**config.mk**
```make
export PLATFORM = sky130hd
export DESIGN_NAME = reg_share_arbiter_amisha_flat
export DESIGN_NICKNAME = d
export VERILOG_FILES = /design/src/rtl/reg_share_arbiter_amisha_pkg.sv /design/src/rtl/reg_share_arbiter_amisha_if.sv /design/src/rtl/reg_share_arbiter_amisha_rr_pick.sv /design/src/rtl/reg_share_arbiter_amisha.sv /design/src/flat_wrapper.sv
export SDC_FILE = /design/constraint.sdc
export NUM_CORES = 1
export LEC_CHECK = 0
export ABC_AREA = 1
export CORE_UTILIZATION = 44
export CTS_CLUSTER_SIZE = 14
export DETAILED_ROUTE_END_ITERATION = 16
export GPL_ROUTABILITY_DRIVEN = 0
export PLACE_DENSITY_LB_ADDON = 0.1
export SLEW_MARGIN = 20
export SYNTH_ARGS = -nofsm -noshare
export SYNTH_HDL_FRONTEND = slang
export SYNTH_SLANG_ARGS = --single-unit
```
**constraint.sdc**
```tcl
create_clock -name clk_amisha -period 2.8 [get_ports clk_amisha]
set_input_delay 0.42 -clock clk_amisha [delete_from_list [all_inputs] [get_ports clk_amisha]]
set_output_delay 0.42 -clock clk_amisha [all_outputs]
set_load 0.05 [all_outputs]
```
**src/rtl/reg_share_arbiter_amisha_pkg.sv**
```systemverilog
// Shared types and defaults for the round-robin register-share arbiter.
package reg_arb_pkg_amisha;

   localparam int N_REQ_DEF  = 4;
   localparam int DATA_W_DEF = 8;

   typedef enum logic [1:0] {
      IDLE  = 2'b00,
      WRITE = 2'b01,
      ACK   = 2'b10
   } state_t;

endpackage

```
**src/rtl/reg_share_arbiter_amisha_if.sv**
```systemverilog
// Requester/register-side bundle for the register-share arbiter.
interface reg_share_arbiter_amisha_if
   import reg_arb_pkg_amisha::*;
#(
   parameter int N_REQ  = N_REQ_DEF,
   parameter int DATA_W = DATA_W_DEF
) ();

   logic [N_REQ-1:0]         req_amisha;
   logic [N_REQ*DATA_W-1:0]  data_amisha;
   logic                     en_amisha;
   logic [DATA_W-1:0]        d_amisha;
   logic [N_REQ-1:0]         ack_amisha;
   logic                     busy_amisha;
   logic [$clog2(N_REQ)-1:0] last_grant_amisha;

   modport master (
      output req_amisha, data_amisha,
      input  en_amisha, d_amisha, ack_amisha, busy_amisha, last_grant_amisha
   );

   modport slave (
      input  req_amisha, data_amisha,
      output en_amisha, d_amisha, ack_amisha, busy_amisha, last_grant_amisha
   );

endinterface

```
**src/rtl/reg_share_arbiter_amisha_rr_pick.sv**
```systemverilog
// Combinational round-robin picker: first set request at or after i_ptr, with wrap.
module rr_pick_amisha
   import reg_arb_pkg_amisha::*;
#(
   parameter int N_REQ = N_REQ_DEF,
   localparam int IDX_W = $clog2(N_REQ)
) (
   input  logic [N_REQ-1:0] i_req,
   input  logic [IDX_W-1:0] i_ptr,
   output logic             o_valid,
   output logic [IDX_W-1:0] o_idx
);

   localparam logic [IDX_W:0] N_L = (IDX_W+1)'(N_REQ);

   logic [IDX_W:0]   w_sum  [N_REQ];
   logic [IDX_W-1:0] w_cand [N_REQ];
   logic             w_hit  [N_REQ];

   // Candidate gi is the requester gi positions after the pointer.
   genvar gi;
   generate
      for (gi = 0; gi < N_REQ; gi++) begin : g_cand
         assign w_sum[gi]  = {1'b0, i_ptr} + (IDX_W+1)'(gi);
         assign w_cand[gi] = (w_sum[gi] >= N_L) ? IDX_W'(w_sum[gi] - N_L)
                                                : IDX_W'(w_sum[gi]);
         assign w_hit[gi]  = i_req[w_cand[gi]];
      end
   endgenerate

   always_comb begin
      o_valid = 1'b0;
      o_idx   = '0;
      for (int k = N_REQ - 1; k >= 0; k--) begin
         if (w_hit[k]) begin
            o_valid = 1'b1;
            o_idx   = w_cand[k];
         end
      end
   end

endmodule

```
**src/rtl/reg_share_arbiter_amisha.sv**
```systemverilog
// Round-robin arbiter that time-shares one enabled D-register among N_REQ requesters:
// grant in IDLE, one-cycle write enable, then a one-cycle one-hot acknowledge.
module reg_share_arbiter_amisha
   import reg_arb_pkg_amisha::*;
#(
   parameter int N_REQ  = N_REQ_DEF,
   parameter int DATA_W = DATA_W_DEF
) (
   input  logic                        clk_amisha,
   input  logic                        reset_amisha,
   reg_share_arbiter_amisha_if.slave   bus
);

   localparam int IDX_W = $clog2(N_REQ);

   state_t             r_state;
   state_t             w_state_next;
   logic [IDX_W-1:0]   r_ptr;
   logic [IDX_W-1:0]   r_last_grant;
   logic               r_en;
   logic [DATA_W-1:0]  r_d;
   logic [N_REQ-1:0]   r_ack;

   logic               w_pick_valid;
   logic [IDX_W-1:0]   w_pick_idx;
   logic [DATA_W-1:0]  w_data_arr [N_REQ];
   logic [N_REQ-1:0]   w_ack_onehot;

   genvar gi;
   generate
      for (gi = 0; gi < N_REQ; gi++) begin : g_lane
         assign w_data_arr[gi]   = bus.data_amisha[gi*DATA_W +: DATA_W];
         assign w_ack_onehot[gi] = (r_last_grant == IDX_W'(gi));
      end
   endgenerate

   rr_pick_amisha #(.N_REQ(N_REQ)) u_pick (
      .i_req   (bus.req_amisha),
      .i_ptr   (r_ptr),
      .o_valid (w_pick_valid),
      .o_idx   (w_pick_idx)
   );

   always_comb begin
      w_state_next = r_state;
      case (r_state)
         IDLE:    if (w_pick_valid) w_state_next = WRITE;
         WRITE:   w_state_next = ACK;
         ACK:     w_state_next = IDLE;
         default: w_state_next = IDLE;
      endcase
   end

   // Requests are only sampled in IDLE; the granted index is held for the ack.
   always_ff @(posedge clk_amisha) begin
      if (reset_amisha) begin
         r_state      <= IDLE;
         r_ptr        <= '0;
         r_last_grant <= '0;
         r_en         <= 1'b0;
         r_d          <= '0;
         r_ack        <= '0;
      end else begin
         r_state <= w_state_next;
         r_en    <= (w_state_next == WRITE);
         r_ack   <= (r_state == WRITE) ? w_ack_onehot : '0;
         if (r_state == IDLE && w_pick_valid) begin
            r_d          <= w_data_arr[w_pick_idx];
            r_last_grant <= w_pick_idx;
         end
         if (r_state == ACK) begin
            r_ptr <= (r_last_grant == IDX_W'(N_REQ - 1)) ? '0
                                                         : r_last_grant + IDX_W'(1);
         end
      end
   end

   assign bus.en_amisha         = r_en;
   assign bus.d_amisha          = r_d;
   assign bus.ack_amisha        = r_ack;
   assign bus.busy_amisha       = (r_state != IDLE);
   assign bus.last_grant_amisha = r_last_grant;

endmodule

```
**src/flat_wrapper.sv**
```systemverilog
// flat-port wrapper written by rule: the top's interface ports become plain ports
module reg_share_arbiter_amisha_flat import reg_arb_pkg_amisha::*;
#(
   parameter int N_REQ  = N_REQ_DEF,
   parameter int DATA_W = DATA_W_DEF
)
  (clk_amisha, reset_amisha, bus_req_amisha, bus_data_amisha, bus_en_amisha, bus_d_amisha, bus_ack_amisha, bus_busy_amisha, bus_last_grant_amisha);
  reg_share_arbiter_amisha_if #(.N_REQ(N_REQ), .DATA_W(DATA_W)) bus_i ();
  input  logic clk_amisha;
  input  logic reset_amisha;
  input wire logic [$bits(bus_i.req_amisha)-1:0] bus_req_amisha;
  input wire logic [$bits(bus_i.data_amisha)-1:0] bus_data_amisha;
  output wire logic [$bits(bus_i.en_amisha)-1:0] bus_en_amisha;
  output wire logic [$bits(bus_i.d_amisha)-1:0] bus_d_amisha;
  output wire logic [$bits(bus_i.ack_amisha)-1:0] bus_ack_amisha;
  output wire logic [$bits(bus_i.busy_amisha)-1:0] bus_busy_amisha;
  output wire logic [$bits(bus_i.last_grant_amisha)-1:0] bus_last_grant_amisha;
  assign bus_i.req_amisha = bus_req_amisha;
  assign bus_i.data_amisha = bus_data_amisha;
  assign bus_en_amisha = bus_i.en_amisha;
  assign bus_d_amisha = bus_i.d_amisha;
  assign bus_ack_amisha = bus_i.ack_amisha;
  assign bus_busy_amisha = bus_i.busy_amisha;
  assign bus_last_grant_amisha = bus_i.last_grant_amisha;
  reg_share_arbiter_amisha #(.N_REQ(N_REQ), .DATA_W(DATA_W)) u_core (.clk_amisha(clk_amisha), .reset_amisha(reset_amisha), .bus(bus_i));
endmodule
```
=== Word level (Yosys, flattened, before mapping) ===
Index checks and enable logic that the tools add are counted.
W data, S select, Z words.

* Bits in registers: 19
* Input bits: 38
* Output and inout port bits: 16
* Logic and storage cells: 62

* $add $sub $neg: 8
* Order comparisons: 9
* Eq/ne operators: 6
* Multiplexer cells: 26
* Bitwise logic cells: 2
* Reductions and logical operators: 5

{| class="wikitable"
|+ Operators by type and width
! kind !! number
|-
| $mux W2 || 10
|-
| $bmux W8 S2 || 1
|-
| $mux W8 || 2
|-
| $ge A3 B3 Y1 const B || 4
|-
| $lt A2 B3 Y1 const B || 4
|-
| $bmux W1 S2 || 4
|-
| $mux W1 || 8
|-
| $sub A2 B1 Y2 const B || 4
|-
| $add A2 B2 Y3 const B || 2
|-
| $eq A2 B1 Y1 const B || 3
|-
| $eq A2 B2 Y1 const B || 3
|-
| $logic_not A2 Y1 || 2
|-
| $pmux W2 S2 || 1
|-
| $add A2 B1 Y3 const B || 1
|-
| $ge A2 B3 Y1 const B || 1
|-
| $not A2 Y3 || 1
|-
| $add A2 B1 Y2 const B || 1
|-
| $reduce_bool A2 Y1 || 1
|-
| $reduce_or A2 Y1 || 1
|-
| $logic_and A1 B1 Y1 || 1
|-
| $not A1 Y1 || 1
|}

=== Logic depth before layout (Yosys ltp) ===
Gate-level depths: netlist (run 1).

* Depth in word-level cells: 13
* Gate-level depth with buffers: 13
* Depth with buffers taken out: 12

=== Modules after synthesis ===
From an unflattened synthesis (run 1), not the netlist that was laid out.

* Cells, all modules: 209
* Area, all modules: 1272.5 µm²

{| class="wikitable"
|+ By module, submodules not included
! module !! instances !! cells an instance !! area an instance (µm²) !! seq. area each (µm²)
|-
| reg_share_arbiter_amisha || 1 || 163 || 1059.8 || 380.4
|-
| rr_pick_amisha || 1 || 46 || 212.7 || 0.0
|}

=== Worst setup path before layout (run 1) ===
OpenSTA, ideal clock, no wires.

* Path type: in2reg
* From: input port bus_req_amisha[1]
* To: register u_core.r_d[6] (netlist: u_core.bus.d_amisha[6])
* Arrival: 1.428 ns
* Setup slack: 1.254 ns
* Stages: 10
* Path buffers: 1
* Path through: inv_1 > nand2_1 > nand3_1 > nand3_1 > nand3b_2 > nand3_2 > inv_2 > buf_6 > o21ai_1 > a21oi_2

* Word-level cells in the longest chain between the ends: 10

{| class="wikitable"
|+ RTL lines
! what !! RTL line !! source
|-
| start, declared || flat_wrapper.sv:11 || <nowiki>input wire logic [$bits(bus_i.req_amisha)-1:0] bus_req_amisha;</nowiki>
|-
| $bmux W1 S2 || reg_share_arbiter_amisha_rr_pick.sv:27 || <nowiki>assign w_hit[gi] = i_req[w_cand[gi]];</nowiki>
|-
| $mux W1 (implied by the code) || reg_share_arbiter_amisha_rr_pick.sv:27 ||
|-
| $mux W2 (4 in series) || reg_share_arbiter_amisha_rr_pick.sv:35 || <nowiki>if (w_hit[k]) begin</nowiki>
|-
| $not A2 Y3 (implied by the code) || reg_share_arbiter_amisha.sv:68 || <nowiki>r_d <= w_data_arr[w_pick_idx];</nowiki>
|-
| $bmux W8 S2 || reg_share_arbiter_amisha.sv:68 ||
|-
| $mux W8 (implied by the code) (2 in series) || reg_share_arbiter_amisha.sv:68 ||
|-
| end signal, assigned || reg_share_arbiter_amisha.sv:68 ||
|-
| end, declared || reg_share_arbiter_amisha.sv:21 || <nowiki>logic [DATA_W-1:0] r_d;</nowiki>
|}

Parallel ways exist; a longest one is shown, timed or not. The select of a mux whose other input is x is not followed.
A chain may end at the register's enable or synchronous reset.

=== Worst setup path after layout (run 1) ===
* From: register u_core.r_ptr[0]
* To: register u_core.r_d[0] (netlist: u_core.bus.d_amisha[0])

* Word-level cells in the longest chain between the ends: 13

{| class="wikitable"
|+ RTL lines
! what !! RTL line !! source
|-
| start, declared || reg_share_arbiter_amisha.sv:18 || <nowiki>logic [IDX_W-1:0] r_ptr;</nowiki>
|-
| start signal, assigned || reg_share_arbiter_amisha.sv:72 || <nowiki>r_ptr <= (r_last_grant == IDX_W'(N_REQ - 1)) ? '0</nowiki>
|-
| $add A2 B2 Y3 || reg_share_arbiter_amisha_rr_pick.sv:24 || <nowiki>assign w_sum[gi] = {1'b0, i_ptr} + (IDX_W+1)'(gi);</nowiki>
|-
| $ge A3 B3 Y1 or $sub A2 B1 Y2 (tied branches) || reg_share_arbiter_amisha_rr_pick.sv:25 || <nowiki>assign w_cand[gi] = (w_sum[gi] >= N_L) ? IDX_W'(w_sum[gi] - N_L)</nowiki>
|-
| $mux W2 || reg_share_arbiter_amisha_rr_pick.sv:25 ||
|-
| $bmux W1 S2 || reg_share_arbiter_amisha_rr_pick.sv:27 ||
|-
| $mux W1 (implied by the code) || reg_share_arbiter_amisha_rr_pick.sv:27 ||
|-
| $mux W2 (4 in series) || reg_share_arbiter_amisha_rr_pick.sv:35 ||
|-
| $not A2 Y3 (implied by the code) || reg_share_arbiter_amisha.sv:68 ||
|-
| $bmux W8 S2 || reg_share_arbiter_amisha.sv:68 ||
|-
| $mux W8 (implied by the code) (2 in series) || reg_share_arbiter_amisha.sv:68 ||
|}

Parallel ways exist; a longest one is shown, timed or not. The select of a mux whose other input is x is not followed.

==> results.md, run 1 <==
- Share of cells above drive strength 1: 0.106
- Post-synth EDFFs: 0
- Pwr dens: 607 nW/um2
- Hold_buf cts: 0
- Setup WS pre-CTS: 0.590 ns
- Peak VDD IR: 0.478 mV
- Worst Setup Path Type: flip-flop to flip-flop
- Critical path launch point type: flip-flop
- RSZ-0062 raised after global routing: no
- Worst-Margin Slew: 0.492 ns
- CP required: 3.04 ns
- Nature of the critical path endpoint: flip-flop
- Cells after Synth: ~170
- Psw: 483 uW
- Final WS setup: around 0.7 ns
- DR DRC count: 0
- M3 GR Usage: 0.0169
- Drt initial violations: 19
- Avg Cell Area, Syn: 6.88 um2
- Final Max Slew Viols: 0
- CTS tree: built
- Final #Nets: ~270
- Wire per inst: 11.0 um
- Row Count: 18
- Die area: between 2000 and 3000 um2
- Hold Vio Cnt, Final: 0
- Seq/Total Area, Yosys: 0.318
- Post-DR vias/cell: approximately 5
- Register bit total from synthesis: 19
- Yosys top cell area share: 0.318
- PortBufs: 53
- H-Tree Depth: 1
- WP data arrival: 2.32 ns
- CP Max Fanout: 17
- Sequential share of power: 0.324
- Detailed placer's ending HPWL: 2230 um
- # Post-CTS Setup Buffers: 0
- Dominant cell type by area after synthesis: dfxtp_1
- Post-CTS Resized: 0
- Clk_lat worst skew: ~0.3 ns
- Pwr Total: 1060 uW
- Filler Cells Inserted: between 200 and 250
- Min-delay worst type: flip-flop to flip-flop
- Area Overhead vs Synth: 46.1%
- Most frequent cells in the layout: 53 x clkdlybuf4s50_1, 41 x nand2_1, 38 x nand3_1
- DP Cell Count: approximately 250
- DRT antenna net count: 0
- Via Count: 1310
- Max Cap Viol: 0
- Minimum clock period: 2.08 ns
- Comb power frac: 0.541
- Clk network pwr share: 0.135
- Final setup vio count: 0
- Final std cells w/o fill: 256
- Worst-path clk slew: 0.11 ns
- Yosys warns: 0
- Initial antenna violation count: 0
- Placed cell areas: around 1700 um2
- Final WL: 2810 um
- I/O Pins: 54
- GR Util All Layers: 0.208
- Leakage power: 0.000758 uW
- Global-route wire length before repair: 4400 um
- Setup tns final: 0 ns
- Die height: 54.2 um
- Core area: 2520 um2
- Synth Cell Area: 1200 um2
- Post-Synthesis Net Count: 216
- Sw Share: 0.454
- Commonest non-fill, non-tap cell in the layout: clkdlybuf4s50_1
- Setup Skew: 0.00804 ns
- Num CTS Buffers: 3
- Fmax: between 400 and 500 MHz
- ANT cells: 0
- Starting Density: 0.475
- Run status: finished, final reports clean
- Slew HR: 0.671
- Busiest layer in global routing: met2
- GR Layer Usage met2: 0.321
- Yosys cell types: 22
- CTS Root Cell: clkbuf_4
- GRT overflow: 0
- Largest net degree at the start of global routing: 19
- Asr flop ratio synth: 0
- Synth top area cells: dfxtp_1 32%, nand3_1 16%, nand2_1 13%, a21oi_2 5.1%, inv_1 5.0%
- Clk sinks: 19
- Vias in the first global route: 1091
- Int Pwr: approximately 580 uW
- Die X: 54.2 um
- Clock Path Buffers: 2
- Fin crit share: 0.743
- Design area: 1750 um2
- Drt pass-1 iters: 5
- GR Layer Usage met1: 0.275
- Ys flop type: dfxtp_1
## path summary, 6_finish.rpt
path,startpoint,slack (ns),to,cells after the start
worst max register to register,u_core.r_ptr[0],0.72,u_core.bus.d_amisha[0],12
worst min register to register,u_core.r_state[1],0.45,u_core.r_state[1],1
worst max-delay path,u_core.r_ptr[0],0.72,u_core.bus.d_amisha[0],12
worst min-delay path,u_core.r_state[1],0.45,u_core.r_state[1],1
## cells in the mapped netlist, types with 2 or more instances
cell / count
a211oi_1: 2
nand3_2: 2
inv_2: 5
nand2_4: 2
nand2_2: 2
a21oi_1: 6
nand2_1: 41
inv_1: 16
o21ai_0: 9
ha_1: 4
nor2_1: 9
dfxtp_1: 19
a21oi_2: 7
o21ai_1: 3
nand3_1: 38
buf_6: 3
## routing by layer
layer | routed length (um) | share of wire
met1 | 1360 | 0.48
met2 | 1290 | 0.46
met3 | 124 | 0.044
met4 | 45 | 0.016
met5 | 0 | 0
## final cells by class
cell class | count | area [um2] | area share
clock buffers | 3 | 22.5 | 0.0129
clock inverters | 1 | 7.51 | 0.00429
inverters | 21 | 78.8 | 0.0451
multi-input cells | 129 | 692 | 0.396
flip-flops and latches | 19 | 380 | 0.217
well taps | 30 | 37.5 | 0.0215
repair buffers | 53 | 531 | 0.303
## registers in the layout, summed over array words and instances (netlist names)
signal	count
u_core.bus.last_grant_amisha	2
u_core.bus.en_amisha	1
u_core.bus.ack_amisha	4
u_core.r_state	2
u_core.bus.d_amisha	8
u_core.r_ptr	2
## critical path: stages (launching register included)
cell and delay, ns:
dfxtp_1 0.61, inv_1 0.18, nand2_1 0.11, nand3_1 0.11, nand2_1 0.11, nand3_2 0.10
nand2_2 0.09, nand2_4 0.12, nand2_4 0.20, nand2_1 0.08, nand3_1 0.07, nand2_1 0.09
a21oi_1 0.12
## stage by stage
step	util	hold slack, ns
3_3_place_gp	0.682	0.431
6_report	0.693	0.453
3_5_place_dp	0.682	0.427
5_1_grt	0.693	0.494
2_1_floorplan	-	0.410
4_1_cts	0.693	0.455
## cell families after synthesis
group | count (synthesis) | synth area share
and+or+nand+nor | 97 | 0.390
AOI/OAI and AO/OA | 27 | 0.139
buffers and inverters | 26 | 0.104
DFF | 19 | 0.318
adders and majority gates | 4 | 0.0418
xor gates and xnor gates | 1 | 0.00732
## power groups by stage
stage               logic [uW]  clock network (uW)  registers [uW]
detailed placement         575                   0             350
CTS                        576                 150             345
global route               630                 159             350
global placement           567                   0             347
finish                     575                 143             344
floorplan                  287                   0             475
(Power assumes the default switching activity.)
==> run 2: changes to the inputs <==
--- a/config.mk
+++ b/config.mk
@@ -6,7 +6,7 @@
 export NUM_CORES = 1
 export LEC_CHECK = 0
 export ABC_AREA = 1
-export CORE_UTILIZATION = 44
+export CORE_UTILIZATION = 41
 export CTS_CLUSTER_SIZE = 14
 export DETAILED_ROUTE_END_ITERATION = 16
 export GPL_ROUTABILITY_DRIVEN = 0
==> constraint.sdc (replaced) <==
create_clock -name clk_amisha -period 2.2 [get_ports clk_amisha]
set_input_delay 0.33 -clock clk_amisha [delete_from_list [all_inputs] [get_ports clk_amisha]]
set_output_delay 0.33 -clock clk_amisha [all_outputs]
set_load 0.05 [all_outputs]
==> run 2 against run 1 <==
Worst hold slack about the same. Core utilization down 5.7 points. Register-to-register slack got worse by 0.39 ns. Cell count rose by 0.78%. Highest routed layer unchanged. Critical endpoint is now bus_busy_amisha. Critical path type is now flip-flop to output port.
==> results.md, run 2 (synthesized netlist as in run 1, its figures left out) <==
- Flip-flop count of the largest register after layout: 8 (unchanged)
- Minimum clock period: between 1.5 and 2 ns
- Filler Cells Inserted: 254 (+9.5%)
- Via Count: 1324 (+1.1%)
- Die X: 56.0 um (+3.5%)
- Worst path cell trace: inv_1, nand2_1, clkdlybuf4s50_1
- Sequential share of power: 0.322 (-0.002)
- Setup tns final: 0 ns (unchanged)
- Most frequent cells in the layout: 53 x clkdlybuf4s50_1, 41 x nand2_1, 38 x nand3_1
- Design area: 1760 um2 (+0.36%)
- Core area: 2760 um2 (+9.3%)
- Worst Setup Path Type: flip-flop to output port
- DR WL met2: 1430 um (+11%)
- Clock Path Buffers: 2 (unchanged)
- DP Cell Count: 254 (+0.79%)
- Drt pass-1 iters: 5 (unchanged)
- Run status: finished, final reports clean
- WL met3: 171 um (+38%)
- Comb power frac: 0.552 (+0.011)
- Drt initial violations: 27 (+8)
- Worst R2R Path Depth: 12 (unchanged)
- CP required: 1.87 ns (-1.17 ns)
- Worst-Margin Slew: 0.516 ns (+0.0245 ns)
- # Post-CTS Setup Buffers: 0 (unchanged)
- GRT overflow: 0 (unchanged)
- Hold Vio Cnt, Final: 0 (unchanged)
- WP data arrival: 1.56 ns (-0.76 ns)
- ANT cells: 0 (unchanged)
- Setup Skew: 0.00110 ns (-0.00694 ns)
- Peak VDD IR: 0.592 mV (+24%)
- Vias in the first global route: 1140 (+4.5%)
- Clk sinks: 19 (unchanged)
- PortBufs: 53 (unchanged)
- GR Util All Layers: 0.190 (-0.0180)
- CP delay by family, top: buffers and inverters
- Slowest stage delay, CP: 0.79 ns (+0.18 ns)
- Min-delay worst type: flip-flop to flip-flop
- Die area: 3140 um2 (+7.0%)
- Slowest cell on crit path: clkdlybuf4s50_1
- Worst hold slack: 0.454 ns (+0.000252 ns)
- Setup crit start: u_core.r_state[1]
- Hold_buf cts: 0 (unchanged)
- Int Pwr: 745 uW (+28%)
- CTS Root Cell: clkbuf_4
- Critical path launch point type: flip-flop
- Global-route wire length before repair: 4750 um (+8.2%)
- Worst r2r src: u_core.r_ptr[0]
- Wire per inst: 11.7 um (+6.2%)
- Pwr dens: 773 nW/um2 (+27%)
- Psw: 612 uW (+27%)
- Worst Path Buf+Inv: 2 (+1)
- Commonest non-fill, non-tap cell in the layout: clkdlybuf4s50_1
- DR DRC count: 0 (unchanged)
- CTS tree: built
- Hold Startpoint: u_core.r_state[1]
- Final std cells w/o fill: 258 (+0.78%)
- Fmax: about 530 MHz
- FF-to-FF setup slack: 0.33 ns (-0.39 ns)
- CP Max Fanout: 3 (-14)
- Final #Nets: 270 (+0.37%)
- H-Tree Depth: 1 (unchanged)
- Max Cap Viol: 0 (unchanged)
- RSZ-0062 raised after global routing: no
- DR top layer: met4
- Placed cell areas: 1730 um2 (+0.51%)
- Area Overhead vs Synth: 46.6%
- Post-CTS Resized: 0 (unchanged)
- Worst-path clk slew: 0.10 ns (about the same)
- Starting Density: 0.434 (-0.0405)
- DRT antenna net count: 0 (unchanged)
- M1 WL: 1380 um (+1.9%)
- Final setup vio count: 0 (unchanged)
- Final Max Slew Viols: 0 (unchanged)
- Largest net degree at the start of global routing: 19 (unchanged)
- Slew HR: 0.655 (-0.0164)
- Fin crit share: 0.859
- Stages on the worst setup path: 3 (-9)
- Clk network pwr share: 0.126 (-0.009)
- Die height: 56.0 um (+3.5%)
- Sw Share: 0.451 (-0.00326)
- Hold depth: 1 (unchanged)
- Num CTS Buffers: 3 (unchanged)
- Final WL: 3010 um (+7.0%)
- Post-DR vias/cell: 5.13 (+0.29%)
- Share of cells above drive strength 1: 0.110 (+0.00394)
- Leakage power: 0.000764 uW (+0.84%)
- Detailed placer's ending HPWL: 2370 um (+6.5%)
- Clk_lat worst skew: 0.29 ns (about the same)
- Initial antenna violation count: 0 (unchanged)
- Nature of the critical path endpoint: output port
- I/O Pins: 54 (unchanged)
- Row Count: 19 (+1)
-- run 2: cell count changes in the layout (fill, tap and decap cells not counted) --
cell        previous run  this run
clkinvlp_4             1         0
clkbuf_1               0         1
dfxtp_1               19        18
dfxtp_2                0         1
buf_4                  0         1
-- run 2: path summary, 6_finish.rpt --
| check | endpoint |
|---|---|
| hold / removal | u_core.r_state[1] |
| setup reg to reg | u_core.bus.d_amisha[2] |
| hold reg to reg | u_core.r_state[1] |
| setup / recovery | bus_busy_amisha |
-- run 2: power by group through the flow --
stage               Clock, uW  Combinational, uW  Sequential [uW]
finish                    171                749              437
global route              187                809              445
CTS                       178                746              437
detailed placement          0                744              444
global placement            0                730              442
floorplan                   0                365              604
-- run 2: layout make-up --
cell class | instances | area [um2] | area share
Inverter | 21 | 78.8 | 0.0449
Sequential cell | 19 | 382 | 0.217
Timing Repair Buffer | 54 | 538 | 0.306
Multi-Input combinational cell | 129 | 692 | 0.394
Clock buffer | 4 | 26.3 | 0.0150
Tap cell | 31 | 38.8 | 0.0221
-- run 2: worst reg2reg max path: cells and delay by family, from the launching register on --
| kind | cells | cell delay, ns |
|---|---|---|
| simple gates | 10 | 1.08 |
| flops | 1 | 0.48 |
| buf+inv | 1 | 0.14 |
| compound gates | 1 | 0.11 |
-- run 2: metrics by stage --
stage          utilization  total power (uW)  setup WS (ns)
6_report             0.637              1360          0.310
3_5_place_dp         0.627              1190          0.109
5_1_grt              0.637              1440         0.0833
4_1_cts              0.636              1360          0.139
3_3_place_gp         0.627              1170          0.149
2_1_floorplan            -               969          0.676
-- run 2: per-layer routing --
metal / track usage / up-vias
met3: 0.0116 / 4
li1: - / 681
met5: 0 / -
met1: 0.245 / 581
met4: 0.0976 / 0
met2: 0.318 / 58
